File: src/rtl/dma_pkg.sv
// dma_pkg: shared types and helpers for the DMA write-burst engine.
// Holds the controller state encoding and the burst-length arithmetic, so that
// the command and data paths cut bursts in exactly the same places.
package dma_pkg;

    typedef enum logic [1:0] {
        ST_IDLE  = 2'd0,
        ST_RUN   = 2'd1,
        ST_DRAIN = 2'd2
    } dma_state_e;

    // Beats in the next burst: the smallest of what is left, the burst cap and
    // the room before the next split boundary.
    function automatic logic [31:0] burst_beats(input logic [31:0] remaining,
                                                input logic [31:0] max_beats,
                                                input logic [31:0] boundary_beats);
        logic [31:0] n;
        n = remaining;
        if (max_beats < n) n = max_beats;
        if (boundary_beats < n) n = boundary_beats;
        return n;
    endfunction

    // Beats left before the next 4 KB boundary, given the in-page byte offset.
    function automatic logic [31:0] page_room_beats(input logic [11:0] offset,
                                                    input int lsb);
        logic [12:0] room;
        room = 13'h1000 - {1'b0, offset};
        return 32'(room >> lsb);
    endfunction

endpackage

File: src/rtl/sfifo.sv
// sfifo: single-clock FIFO, 2**AW entries, synchronous active-low reset.
// SHOW_AHEAD=1 presents the head entry combinationally on dout_o; otherwise
// dout_o is registered on pop.
module sfifo #(
    parameter int DW         = 32,
    parameter int AW         = 4,
    parameter bit SHOW_AHEAD = 1'b1
) (
    input  logic          clk_i,
    input  logic          rst_ni,
    input  logic          push_i,
    input  logic [DW-1:0] din_i,
    input  logic          pop_i,
    output logic [DW-1:0] dout_o,
    output logic          empty_o,
    output logic          full_o,
    output logic [AW:0]   count_o
);
    localparam int        DEPTH    = 1 << AW;
    localparam logic [AW:0] FULL_CNT = (AW + 1)'(DEPTH);

    logic [DW-1:0] mem_q [DEPTH];
    logic [AW-1:0] wr_ptr_q;
    logic [AW-1:0] rd_ptr_q;
    logic [AW:0]   count_q;
    logic          do_push;
    logic          do_pop;

    assign do_push = push_i && (count_q != FULL_CNT);
    assign do_pop  = pop_i && (count_q != '0);
    assign empty_o = (count_q == '0);
    assign full_o  = (count_q == FULL_CNT);
    assign count_o = count_q;

    // Storage array; contents need no reset since count_q gates visibility.
    always_ff @(posedge clk_i) begin
        if (do_push) mem_q[wr_ptr_q] <= din_i;
    end

    // Pointers and occupancy.
    always_ff @(posedge clk_i) begin
        if (!rst_ni) begin
            wr_ptr_q <= '0;
            rd_ptr_q <= '0;
            count_q  <= '0;
        end else begin
            if (do_push) wr_ptr_q <= wr_ptr_q + 1'b1;
            if (do_pop) rd_ptr_q <= rd_ptr_q + 1'b1;
            count_q <= count_q + (AW + 1)'(do_push) - (AW + 1)'(do_pop);
        end
    end

    if (SHOW_AHEAD) begin : g_show_ahead
        assign dout_o = mem_q[rd_ptr_q];
    end else begin : g_registered
        logic [DW-1:0] dout_q;
        // Registered read port, updated only when an entry is consumed.
        always_ff @(posedge clk_i) begin
            if (!rst_ni) dout_q <= '0;
            else if (do_pop) dout_q <= mem_q[rd_ptr_q];
        end
        assign dout_o = dout_q;
    end

endmodule

File: src/rtl/dma_w_burst.sv
// dma_w_burst: reads a linear block from a wait-stated RAM and emits it as
// write bursts (one command per burst on dmaw_*, beats on dma_w*).
// Command and beat paths cut bursts independently with the same helper, so
// the command path can run ahead of the data. Strobe and wlast ride in the
// write FIFO next to the data.
// Build option: define DMA_W_4K_SPLIT_EN to also end bursts at 4 KB
// destination boundaries.
module dma_w_burst
    import dma_pkg::*;
#(
    parameter int AXI_DW    = 128,
    parameter int AXI_BYTES = AXI_DW / 8,
    parameter int RAM_WS    = 1,
    parameter int WFF_AW    = 4,
    parameter int MAX_BURST = 16
) (
    input  logic                 usr_clk,
    input  logic                 usr_reset_n,
    input  logic                 cfg_valid,
    output logic                 cfg_ready,
    input  logic [31:0]          cfg_src_sa,
    input  logic [31:0]          cfg_dst_sa,
    input  logic [31:0]          cfg_len,
    output logic                 dmaw_valid,
    input  logic                 dmaw_ready,
    output logic [31:0]          dmaw_sa,
    output logic [31:0]          dmaw_len,
    output logic [AXI_DW-1:0]    dma_wdata,
    output logic [AXI_BYTES-1:0] dma_wstrb,
    output logic                 dma_wlast,
    output logic                 dma_wvalid,
    input  logic                 dma_wready,
    output logic                 ram_re,
    output logic [31:0]          ram_a,
    input  logic [AXI_DW-1:0]    ram_q,
    output logic                 done,
    output logic                 busy
);
    localparam int          L        = $clog2(AXI_BYTES);
    localparam int          DEPTH    = 1 << WFF_AW;
    localparam int          CW       = WFF_AW + 2;
    localparam int          FW       = AXI_DW + AXI_BYTES + 1;
    localparam logic [31:0] BYTES32  = 32'(AXI_BYTES);
    localparam logic [31:0] LOW_MASK = BYTES32 - 32'd1;
    localparam logic [31:0] MAXB32   = 32'(MAX_BURST);

    dma_state_e     state_q;
    logic           done_q;
    logic [31:0]    wr_left_q;
    logic [31:0]    rd_addr_q;
    logic [31:0]    rd_left_q;
    logic [31:0]    rd_burst_q;
    logic [31:0]    rem_q;
    logic [31:0]    cmd_addr_q;
    logic [31:0]    cmd_left_q;
    logic           dmaw_valid_q;
    logic [31:0]    dmaw_sa_q;
    logic [31:0]    dmaw_len_q;
    logic [CW-1:0]  inflight_q;

    logic           start_w;
    logic [31:0]    beats_w;
    logic [31:0]    rd_bnd_w;
    logic [31:0]    cmd_bnd_w;
    logic [31:0]    rd_cur_w;
    logic [31:0]    cmd_beats_w;
    logic [31:0]    cmd_bytes_w;
    logic           cmd_load_w;
    logic           ram_re_w;
    logic [CW-1:0]  occ_w;
    logic [AXI_BYTES-1:0] rem_mask_w;
    logic [AXI_BYTES-1:0] strb_now_w;
    logic [AXI_BYTES:0]   meta_now_w;
    logic [AXI_BYTES:0]   meta_w;
    logic           fifo_push_w;
    logic           fifo_pop_w;
    logic [FW-1:0]  fifo_dout_w;
    logic           fifo_empty_w;
    logic           fifo_full_w;
    logic [WFF_AW:0] fifo_count_w;

    assign start_w = (state_q == ST_IDLE) && cfg_valid && (cfg_len != 32'd0);
    assign beats_w = (cfg_len >> L) + 32'((cfg_len & LOW_MASK) != 32'd0);

`ifdef DMA_W_4K_SPLIT_EN
    logic [11:0] rd_dst_q;

    // Destination offset of the next beat to read, used only for page cuts.
    always_ff @(posedge usr_clk) begin
        if (!usr_reset_n) rd_dst_q <= '0;
        else if (start_w) rd_dst_q <= cfg_dst_sa[11:0] & ~LOW_MASK[11:0];
        else if (ram_re_w) rd_dst_q <= rd_dst_q + BYTES32[11:0];
    end

    assign rd_bnd_w  = page_room_beats(rd_dst_q, L);
    assign cmd_bnd_w = page_room_beats(cmd_addr_q[11:0], L);
`else
    assign rd_bnd_w  = MAXB32;
    assign cmd_bnd_w = MAXB32;
`endif

    // Strobe pattern of the final transfer beat; all-ones for whole beats.
    always_comb begin
        rem_mask_w = '0;
        for (int i = 0; i < AXI_BYTES; i++) begin
            rem_mask_w[i] = (rem_q == 32'd0) || (32'(i) < rem_q);
        end
    end

    // A read is allowed only if its beat is guaranteed a FIFO slot on arrival.
    assign occ_w    = CW'(fifo_count_w) + inflight_q;
    assign ram_re_w = (state_q == ST_RUN) && (rd_left_q != 32'd0) &&
                      !fifo_full_w && (occ_w < CW'(DEPTH));

    assign rd_cur_w   = (rd_burst_q == 32'd0) ? burst_beats(rd_left_q, MAXB32, rd_bnd_w)
                                              : rd_burst_q;
    assign strb_now_w = (rd_left_q == 32'd1) ? rem_mask_w : '1;
    assign meta_now_w = {(rd_cur_w == 32'd1), strb_now_w};

    // Read-side address, beat counters and residual byte count.
    always_ff @(posedge usr_clk) begin
        if (!usr_reset_n) begin
            rd_addr_q  <= '0;
            rd_left_q  <= '0;
            rd_burst_q <= '0;
            rem_q      <= '0;
        end else if (start_w) begin
            rd_addr_q  <= cfg_src_sa & ~LOW_MASK;
            rd_left_q  <= beats_w;
            rd_burst_q <= '0;
            rem_q      <= cfg_len & LOW_MASK;
        end else if (ram_re_w) begin
            rd_addr_q  <= rd_addr_q + BYTES32;
            rd_left_q  <= rd_left_q - 32'd1;
            rd_burst_q <= rd_cur_w - 32'd1;
        end
    end

    if (RAM_WS == 0) begin : g_ws0
        assign fifo_push_w = ram_re_w;
        assign meta_w      = meta_now_w;
    end else begin : g_ws
        logic [RAM_WS-1:0] pv_q;
        logic [AXI_BYTES:0] pm_q [RAM_WS];

        // Valid bits of reads in flight; cleared by reset so stale data is dropped.
        always_ff @(posedge usr_clk) begin
            if (!usr_reset_n) begin
                pv_q <= '0;
            end else begin
                pv_q[0] <= ram_re_w;
                for (int i = 1; i < RAM_WS; i++) pv_q[i] <= pv_q[i-1];
            end
        end

        // Strobe/wlast of each in-flight read, aligned with its RAM latency.
        always_ff @(posedge usr_clk) begin
            pm_q[0] <= meta_now_w;
            for (int i = 1; i < RAM_WS; i++) pm_q[i] <= pm_q[i-1];
        end

        assign fifo_push_w = pv_q[RAM_WS-1];
        assign meta_w      = pm_q[RAM_WS-1];
    end

    // Reads issued but not yet written into the FIFO.
    always_ff @(posedge usr_clk) begin
        if (!usr_reset_n) inflight_q <= '0;
        else inflight_q <= inflight_q + CW'(ram_re_w) - CW'(fifo_push_w);
    end

    sfifo #(
        .DW         (FW),
        .AW         (WFF_AW),
        .SHOW_AHEAD (1'b1)
    ) u_wff (
        .clk_i   (usr_clk),
        .rst_ni  (usr_reset_n),
        .push_i  (fifo_push_w),
        .din_i   ({meta_w, ram_q}),
        .pop_i   (fifo_pop_w),
        .dout_o  (fifo_dout_w),
        .empty_o (fifo_empty_w),
        .full_o  (fifo_full_w),
        .count_o (fifo_count_w)
    );

    assign fifo_pop_w = !fifo_empty_w && dma_wready;

    assign cmd_beats_w = burst_beats(cmd_left_q, MAXB32, cmd_bnd_w);
    assign cmd_bytes_w = ((cmd_beats_w == cmd_left_q) && (rem_q != 32'd0))
                         ? (((cmd_beats_w - 32'd1) << L) + rem_q)
                         : (cmd_beats_w << L);
    assign cmd_load_w  = (state_q != ST_IDLE) && (cmd_left_q != 32'd0) &&
                         (!dmaw_valid_q || dmaw_ready);

    // Command channel: next burst is loaded as soon as the slot frees up.
    always_ff @(posedge usr_clk) begin
        if (!usr_reset_n) begin
            cmd_addr_q   <= '0;
            cmd_left_q   <= '0;
            dmaw_valid_q <= 1'b0;
            dmaw_sa_q    <= '0;
            dmaw_len_q   <= '0;
        end else if (start_w) begin
            cmd_addr_q <= cfg_dst_sa & ~LOW_MASK;
            cmd_left_q <= beats_w;
        end else if (cmd_load_w) begin
            dmaw_valid_q <= 1'b1;
            dmaw_sa_q    <= cmd_addr_q;
            dmaw_len_q   <= cmd_bytes_w;
            cmd_addr_q   <= cmd_addr_q + (cmd_beats_w << L);
            cmd_left_q   <= cmd_left_q - cmd_beats_w;
        end else if (dmaw_valid_q && dmaw_ready) begin
            dmaw_valid_q <= 1'b0;
        end
    end

    // Controller FSM with registered done pulse and outstanding-beat count.
    always_ff @(posedge usr_clk) begin
        if (!usr_reset_n) begin
            state_q   <= ST_IDLE;
            done_q    <= 1'b0;
            wr_left_q <= '0;
        end else begin
            done_q <= 1'b0;
            if (fifo_pop_w) wr_left_q <= wr_left_q - 32'd1;
            case (state_q)
                ST_IDLE: begin
                    if (cfg_valid) begin
                        if (cfg_len == 32'd0) begin
                            done_q <= 1'b1;
                        end else begin
                            state_q   <= ST_RUN;
                            wr_left_q <= beats_w;
                        end
                    end
                end
                ST_RUN: begin
                    if (ram_re_w && (rd_left_q == 32'd1)) state_q <= ST_DRAIN;
                end
                ST_DRAIN: begin
                    if (fifo_pop_w && (wr_left_q == 32'd1)) begin
                        state_q <= ST_IDLE;
                        done_q  <= 1'b1;
                    end
                end
                default: state_q <= ST_IDLE;
            endcase
        end
    end

    assign cfg_ready  = (state_q == ST_IDLE);
    assign busy       = (state_q != ST_IDLE);
    assign done       = done_q;
    assign ram_re     = ram_re_w;
    assign ram_a      = rd_addr_q;
    assign dmaw_valid = dmaw_valid_q;
    assign dmaw_sa    = dmaw_sa_q;
    assign dmaw_len   = dmaw_len_q;
    assign dma_wvalid = !fifo_empty_w;
    assign dma_wdata  = fifo_dout_w[AXI_DW-1:0];
    assign dma_wstrb  = fifo_dout_w[AXI_DW +: AXI_BYTES];
    assign dma_wlast  = fifo_dout_w[FW-1] && !fifo_empty_w;

endmodule

File: config.mk
export PLATFORM = sky130hd
export DESIGN_NAME = dma_w_burst
export DESIGN_NICKNAME = d
export VERILOG_FILES = /design/src/rtl/dma_pkg.sv /design/src/rtl/sfifo.sv /design/src/rtl/dma_w_burst.sv
export SDC_FILE = /design/constraint.sdc
export NUM_CORES = 2
export LEC_CHECK = 0
export CORE_ASPECT_RATIO = 0.6
export CORE_MARGIN = 3
export CORE_UTILIZATION = 25
export DETAILED_ROUTE_END_ITERATION = 10
export GPL_TIMING_DRIVEN = 1
export PLACE_DENSITY = 0.49
export SETUP_SLACK_MARGIN = 0.15
export SYNTH_ARGS = -nofsm -noshare
export SYNTH_HDL_FRONTEND = slang
export SYNTH_SLANG_ARGS = --single-unit
File: constraint.sdc
create_clock -name usr_clk -period 17.8 [get_ports usr_clk]
set_input_delay 4.45 -clock usr_clk [delete_from_list [all_inputs] [get_ports usr_clk]]
set_output_delay 4.45 -clock usr_clk [all_outputs]
set_load 0.05 [all_outputs]
## After elaboration in Yosys (flattened, before gate mapping)

Memory sizes are Yosys's and may differ from the RTL's. A register that Yosys moved wholly into a read port is not among the register bits.
Index checks and enable logic that the tools add are counted.

- Output and inout bits: 247
- Logic and storage cells: 160
- RAM bits: 2337
- Memories: 2
- Input bits: 229
- Flip-flop bits (word level): 284

- Eq/ne operators: 12
- Magnitude comparators: 21
- Add/subtract/negate cells: 16
- Reduce and logical (&&, ||, !) cells: 54
- Bitwise operators: 2
- Muxes and demuxes: 34

Memory list:

| memory | words | width | read ports | clocked after memory_dff | wr ports | line | RTL |
|---|---|---|---|---|---|---|---|
| u_wff.mem_q | 16 | 145 | 1 | 1 | 1 | sfifo.sv:22 | `logic [DW-1:0] mem_q [DEPTH];` |
| g_ws.pm_q | 1 | 17 | 1 | 0 | 1 | dma_w_burst.sv:144 | `logic [AXI_BYTES:0] pm_q [RAM_WS];` |

Operators by type and width:

| cell | number |
|---|---|
| $mux W32 | 18 |
| $reduce_bool A32 Y1 | 5 |
| $lt A5 B32 Y1 const A | 4 |
| $eq A32 B1 Y1 const B | 3 |
| $logic_not A32 Y1 | 3 |
| $sub A32 B1 Y32 const B | 3 |
| $add A32 B32 Y32 | 1 |
| $add A32 B4 Y32 | 1 |
| $add A32 B5 Y32 const B | 1 |
| $eq A32 B32 Y1 | 1 |
| $lt A4 B4 Y1 const A | 8 |
| $sub A32 B32 Y32 | 1 |
| $add A28 B1 Y29 | 1 |
| $sub A28 B1 Y28 const B | 1 |
| $logic_or A1 B1 Y1 | 17 |
| $lt A3 B4 Y1 const A | 4 |
| $mux W16 | 1 |
| $logic_and A1 B1 Y1 | 15 |
| $add A4 B1 Y4 const B | 2 |
| $lt A1 B4 Y1 const A | 2 |
| $lt A2 B4 Y1 const A | 2 |
| $mux W2 | 4 |
| $mux W4 | 2 |
| $reduce_bool A2 Y1 | 4 |
| other kinds (23) | 35 |

## Logic depth before layout (Yosys ltp)

- Depth after elaboration: 7
- Mapped depth: 17
- Gate-level depth less buffers: 17

## Modules after synthesis

Synthesis repeated with hierarchy kept, for this count alone.

- Cells, all modules: 5517
- Area total of the unflattened synthesis: 104136.1 µm²

Modules (own cells, without submodules):

| module | instances | area each (µm²) | cells an instance | sequential area each (µm²) |
|---|---|---|---|---|
| sfifo | 1 | 88487.4 | 3551 | 70007.1 |
| dma_w_burst | 1 | 15648.8 | 1966 | 5505.3 |

## Worst setup path after synthesis

Ideal clock, no wire load.

- Path kind: register to register
- Start: reg u_wff.count_q[2], in the netlist u_wff.count_o[2]
- End: mem u_wff.mem_q[3][0] (netlist name) (enable)
- Library setup time: 823 ps
- Cell stages (with the launch flop): 8
- Data required time: 16977 ps
- Buffers on the path: 1
- Path slack: 6037 ps
- Clock period less this slack: 11763 ps
- Arrival time: 10940 ps
- Cell sequence: dfxtp_1 inv_1 ha_1 nand3_1 and2_1 clkbuf_1 nand2_1 nor3_1

- Longest elaborated chain between the ends: 4

RTL lines:

| what | line | RTL |
|---|---|---|
| start: declaration | sfifo.sv:25 | `logic [AW:0] count_q;` |
| start signal: assignment | sfifo.sv:49 | `count_q <= count_q + (AW + 1)'(do_push) - (AW + 1)'(do_pop);` |
| $ne A5 B5 Y1 | sfifo.sv:29 | `assign do_push = push_i && (count_q != FULL_CNT);` |
| $logic_and A1 B1 Y1 | sfifo.sv:29 |  |
| via u_wff.do_push | sfifo.sv:26 | `logic do_push;` |
| $mux W1 | sfifo.sv:37 | `if (do_push) mem_q[wr_ptr_q] <= din_i;` |
| $mux W1 (not written as such) | sfifo.sv:37 |  |
| end: declaration | sfifo.sv:22 |  |

The timed path passes the listed nets, and every way through them passes these cells.

==> flow_summary.html <==
<table>
<tr><th>Metric</th><th>Value</th></tr>
<tr><th colspan="2">Outcome</th></tr>
<tr><td>Run status</td><td>complete, but fails checks</td></tr>
<tr><td>Failing checks</td><td>capacitance limit, slew limit</td></tr>
<tr><th colspan="2">Place</th></tr>
<tr><td>Routability-driven placement congestion ratio</td><td>0.826</td></tr>
<tr><td>Half-perimeter wire length after placement</td><td>167 mm</td></tr>
<tr><td>Total of buffers placed on input and output ports</td><td>458</td></tr>
<tr><td>Place WS</td><td>7.98 ns</td></tr>
<tr><th colspan="2">Floorplan</th></tr>
<tr><td>Row count</td><td>181</td></tr>
<tr><td>Number of top-level design ports</td><td>476</td></tr>
<tr><td>Area of the core region</td><td>407000 um2</td></tr>
<tr><td>Horiz. Die Dim</td><td>833 um</td></tr>
<tr><td>Starting utilization of the core area</td><td>25.2%</td></tr>
<tr><td>Chip height</td><td>502 um</td></tr>
<tr><td>Die outline area</td><td>418000 um2</td></tr>
<tr><th colspan="2">Timing</th></tr>
<tr><td>Unrepaired setup endpoints after global routing</td><td>no</td></tr>
<tr><td>Total negative slack</td><td>0 ns</td></tr>
<tr><td>Final Setup Violations</td><td>0</td></tr>
<tr><td>Post-route clock skew</td><td>0.0571 ns</td></tr>
<tr><td>Max-slew headroom at the worst pin</td><td>-2.05%</td></tr>
<tr><td>Final Hold Viols</td><td>0</td></tr>
<tr><td>Final max-slew violation count</td><td>4</td></tr>
<tr><td>Min Clock Period, post-route</td><td>10.42 ns</td></tr>
<tr><td>Setup slack after layout</td><td>7.38 ns</td></tr>
<tr><td>Fmax achieved</td><td>96.0 MHz</td></tr>
<tr><td>Worst slew pin tran</td><td>1.51 ns</td></tr>
<tr><td>Final worst-path cycle share</td><td>58.5%</td></tr>
<tr><th colspan="2">Detailed routing</th></tr>
<tr><td>Post-detailed-route wirelength per cell</td><td>25.2 um</td></tr>
<tr><td>Via count</td><td>53790</td></tr>
<tr><td>Iteration-0 DRC Markers</td><td>4908</td></tr>
<tr><td>First-pass iteration count of the detailed router</td><td>5</td></tr>
<tr><td>Via density</td><td>4.67</td></tr>
<tr><td>Remaining routing DRC violations</td><td>0</td></tr>
<tr><td>Drt total wl</td><td>291 mm</td></tr>
<tr><td>Post-detailed-route count of antenna-violating nets</td><td>0</td></tr>
<tr><th colspan="2">Synthesis</th></tr>
<tr><td>Share of the synthesized area in compound gates (AO/OA/AOI/OAI)</td><td>3.32%</td></tr>
<tr><td>Share of Yosys cell area claimed by the top area cell type</td><td>67.4%</td></tr>
<tr><td>Share of synthesized cell area in and, or, nand and nor gates</td><td>3.93%</td></tr>
<tr><td>Area contributors post-synth</td><td>edfxtp_1, mux4_2, dfxtp_1</td></tr>
<tr><td>Library cells used by synthesis</td><td>87</td></tr>
<tr><td>Sequential-to-total area share from yosys stat</td><td>73.1%</td></tr>
<tr><td>Cell taking the most area after synthesis</td><td>edfxtp_1</td></tr>
<tr><td>Multiplexer area fraction after synthesis</td><td>15.6%</td></tr>
<tr><td>Number of enable-type register cells in the synthesized netlist</td><td>2304</td></tr>
<tr><td>Leading post-synthesis cells by instance count</td><td>edfxtp_1, mux4_2, dfxtp_1, nand2_1, a21oi_1</td></tr>
<tr><td>Synth Register Bits</td><td>2596</td></tr>
<tr><td>Main combinational cell family by area after synthesis</td><td>multiplexers</td></tr>
<tr><td>Adder and majority gate portion of the synthesized area</td><td>1.17%</td></tr>
<tr><td>Cell area after synthesis</td><td>103000 um2</td></tr>
<tr><td>Average cell area after synthesis</td><td>19.4 um2</td></tr>
<tr><td>Most common flop cell mapped by yosys</td><td>edfxtp_1</td></tr>
<tr><td>Number of warnings issued by yosys</td><td>0</td></tr>
<tr><td>Synth async-reset ratio</td><td>0%</td></tr>
<tr><td>Synthesized-area fraction occupied by xor and xnor cells</td><td>1.54%</td></tr>
<tr><td>Dominant cell by count in the synthesized netlist</td><td>edfxtp_1</td></tr>
<tr><td>Mapped Cells</td><td>5279</td></tr>
<tr><th colspan="2">Critical path</th></tr>
<tr><td>Length in cells of the worst reg-to-reg path</td><td>14</td></tr>
<tr><td>Maximum fanout encountered on the critical timing path</td><td>44</td></tr>
<tr><td>CP required</td><td>13.35 ns</td></tr>
<tr><td>Worst r2r dst</td><td>dmaw_len[14]$_SDFFE_PN0P_</td></tr>
<tr><td>Start-to-end type of the worst setup path</td><td>reg2out</td></tr>
<tr><td>Register-to-register path setup slack</td><td>11.72 ns</td></tr>
<tr><td>Category of the worst setup path launch point</td><td>flip-flop</td></tr>
<tr><td>Capturing element type of the critical path</td><td>primary output</td></tr>
<tr><td>Startpoint of the worst-slack reg-to-reg timing path</td><td>cmd_left_q[15]$_SDFFE_PN0P_</td></tr>
<tr><td>Worst Path Arrival</td><td>5.97 ns</td></tr>
<tr><th colspan="2">Clock network</th></tr>
<tr><td>Max clock buf depth</td><td>4</td></tr>
<tr><td>Cts bufs inserted</td><td>274</td></tr>
<tr><td>Worst-Skew Late Latency</td><td>0.85 ns</td></tr>
<tr><td>Number of hold buffers added after cts</td><td>0</td></tr>
<tr><td>Number of levels in the clock H-tree</td><td>5</td></tr>
<tr><td>Clk slew on worst S/H paths</td><td>0.06 ns</td></tr>
<tr><td>Clk sink count</td><td>2596</td></tr>
<tr><td>Count of buffers added by post-CTS timing repair for setup</td><td>0</td></tr>
<tr><td>Number of gates given a new drive strength after cts</td><td>0</td></tr>
<tr><td>CTS tree</td><td>built</td></tr>
<tr><td>Root Buffer</td><td>clkbuf_16</td></tr>
<tr><th colspan="2">Finish</th></tr>
<tr><td>Area of the multi-input gates</td><td>26600 um2</td></tr>
<tr><td>Layout cells sized above 1</td><td>20.8%</td></tr>
<tr><td>Sequential Area</td><td>75000 um2</td></tr>
<tr><td>Fillers</td><td>39416</td></tr>
<tr><td>Final layout net count</td><td>6236</td></tr>
<tr><td>Layout Area Growth over Synthesis</td><td>19.7%</td></tr>
<tr><th colspan="2">Power and ir drop</th></tr>
<tr><td>Portion of total power attributed to combinational logic</td><td>22.6%</td></tr>
<tr><td>Internal power</td><td>11400 uW</td></tr>
<tr><td>Switching part of the total</td><td>28.7%</td></tr>
<tr><td>Power per cell area</td><td>131 nW/um2</td></tr>
<tr><td>Worst IR Drop VDD</td><td>0.0888 mV</td></tr>
<tr><td>Part of the power in the clock network</td><td>34.6%</td></tr>
<tr><td>Net switching power figure</td><td>4600 uW</td></tr>
<tr><td>Leakage power figure</td><td>0.0367 uW</td></tr>
<tr><td>Total Power Consumption</td><td>16000 uW</td></tr>
<tr><td>Sequential cell fraction of total power</td><td>42.8%</td></tr>
<tr><th colspan="2">Min path</th></tr>
<tr><td>End point of the worst hold path</td><td>dmaw_len[1]$_SDFFE_PN0P_</td></tr>
<tr><td>Kind of path behind the tightest hold check</td><td>reg2reg</td></tr>
<tr><td>Hold Crit Start</td><td>dmaw_len[1]$_SDFFE_PN0P_</td></tr>
<tr><td>Hold depth</td><td>2</td></tr>
<tr><th colspan="2">GRT</th></tr>
<tr><td>Global-route wire length before repair</td><td>414 mm</td></tr>
<tr><td>Total global routing overflow</td><td>0</td></tr>
<tr><td>Pin count of the biggest net entering global routing</td><td>131</td></tr>
<tr><td>Number of global-route vias before repair</td><td>54697</td></tr>
<tr><td>Total routing usage reported by global routing</td><td>13.6%</td></tr>
<tr><td>Initial antenna violation count</td><td>48</td></tr>
<tr><th colspan="2">Run</th></tr>
<tr><td>Max-cap violations</td><td>1</td></tr>
</table>
cells by family after synthesis:
family,Yosys count
AO/OA/AOI/OAI,546
XOR/XNOR,180
adder cells (fa/ha/maj),94
buffers and inverters,337
flip-flops,2596
multiplexers,726
other,2
AND/OR/NAND/NOR,798
layer usage:
| metal | routed length, um | vias up | global-route usage [%] | share of wire [%] |
|---|---|---|---|---|
| met1 | 137000 | 29095 | 20.0 | 47 |
| met5 | 160 | - | 0 | 0.055 |
| li1 | - | 22866 | - | - |
| met2 | 131000 | 1424 | 20.7 | 45 |
| met3 | 16800 | 381 | 2.64 | 5.8 |
| met4 | 5780 | 24 | 2.92 | 2.0 |
critical path, cell delays in order, from the launching register on:
cell and delay, ns:
dfxtp_4 0.83, buf_4 0.61, buf_4 0.74, buf_4 0.87, mux4_2 0.61, nor2b_1 0.15
a211oi_1 0.30, a21oi_1 0.10, clkdlybuf4s50_1 0.76
worst max-delay path by stage:
stage / startpoint / end / depth (start not counted)
after floorplan: u_wff.count_o[2]$_SDFF_PN0_ / u_wff.mem_q[3][0]$_DFFE_PP_ / 7
final: flip-flop / dma_wdata[18] / 8
after detailed placement: flip-flop / dma_wdata[21] / 8
after global placement: flip-flop / dma_wdata[18] / 8
after CTS: flip-flop / dma_wdata[21] / 8
after global routing: flip-flop / dma_wdata[35] / 8
placed cells by master, fill, tap and decap left out, types with 19 or more instances in the layout:
cell type	n
nor2_1	184
nor4_1	32
and3_1	30
clkbuf_16	280
edfxtp_1	2304
xor2_1	78
and2_1	19
nor2b_1	28
ha_1	88
conb_1	58
or3_1	28
clkdlybuf4s50_1	457
a211oi_1	59
xnor2_1	102
clkinv_1	59
nand2_1	223
dfxtp_1	288
clkbuf_1	46
inv_1	57
a21o_1	31
o21a_1	21
o21ai_0	88
mux2i_1	24
clkinv_2	44
nand4_1	21
a21oi_1	207
mux4_2	701
nand3_1	53
buf_4	114
nor3_1	66
a22oi_1	25
cell type report:
| class | count | share of cell area, % |
|---|---|---|
| diodes | 11 | 0.0224 |
| repair buffers | 581 | 4.57 |
| clock buffers | 332 | 5.91 |
| inverters | 60 | 0.185 |
| well taps | 5398 | 5.50 |
| multi-input cells | 2402 | 21.7 |
| clock inverters | 148 | 1.03 |
| flip-flops and latches | 2596 | 61.1 |
power by group through the flow:
stage                     logic, uW  clock network, uW  registers [uW]
after CTS                      3690               5750            6870
after global placement         3640                  0            6990
final                          3630               5550            6860
after global routing           3900               5990            6880
after floorplan                2590                  0            6980
after detailed placement       3680                  0            7000
per-stage QoR:
| step | cell area, um2 | hold WS, ns | util [%] | cells |
|---|---|---|---|---|
| 2_1_floorplan | 103000 | 0.444 | - | 5335 |
| 3_3_place_gp | 114000 | 0.443 | 28.1 | 11036 |
| 3_5_place_dp | 114000 | 0.449 | 28.1 | 11036 |
| 4_1_cts | 123000 | 0.443 | 30.2 | 11516 |
| 5_1_grt | 123000 | 0.469 | 30.2 | 11523 |
| 6_report | 123000 | 0.455 | 30.2 | 11528 |
state kept, by name (all words and copies together) (netlist names), 5 cells and up, named ones only:
| register | cells |
|---|---|
| cmd_addr_q | 28 |
| cmd_left_q | 32 |
| dmaw_len | 32 |
| dmaw_sa | 28 |
| g_ws.pm_q | 16 |
| inflight_q | 6 |
| ram_a | 28 |
| rd_burst_q | 32 |
| rd_left_q | 32 |
| u_wff.count_o | 5 |
| u_wff.mem_q | 2304 |
| wr_left_q | 32 |
Power figures use the tool's default switching activity.
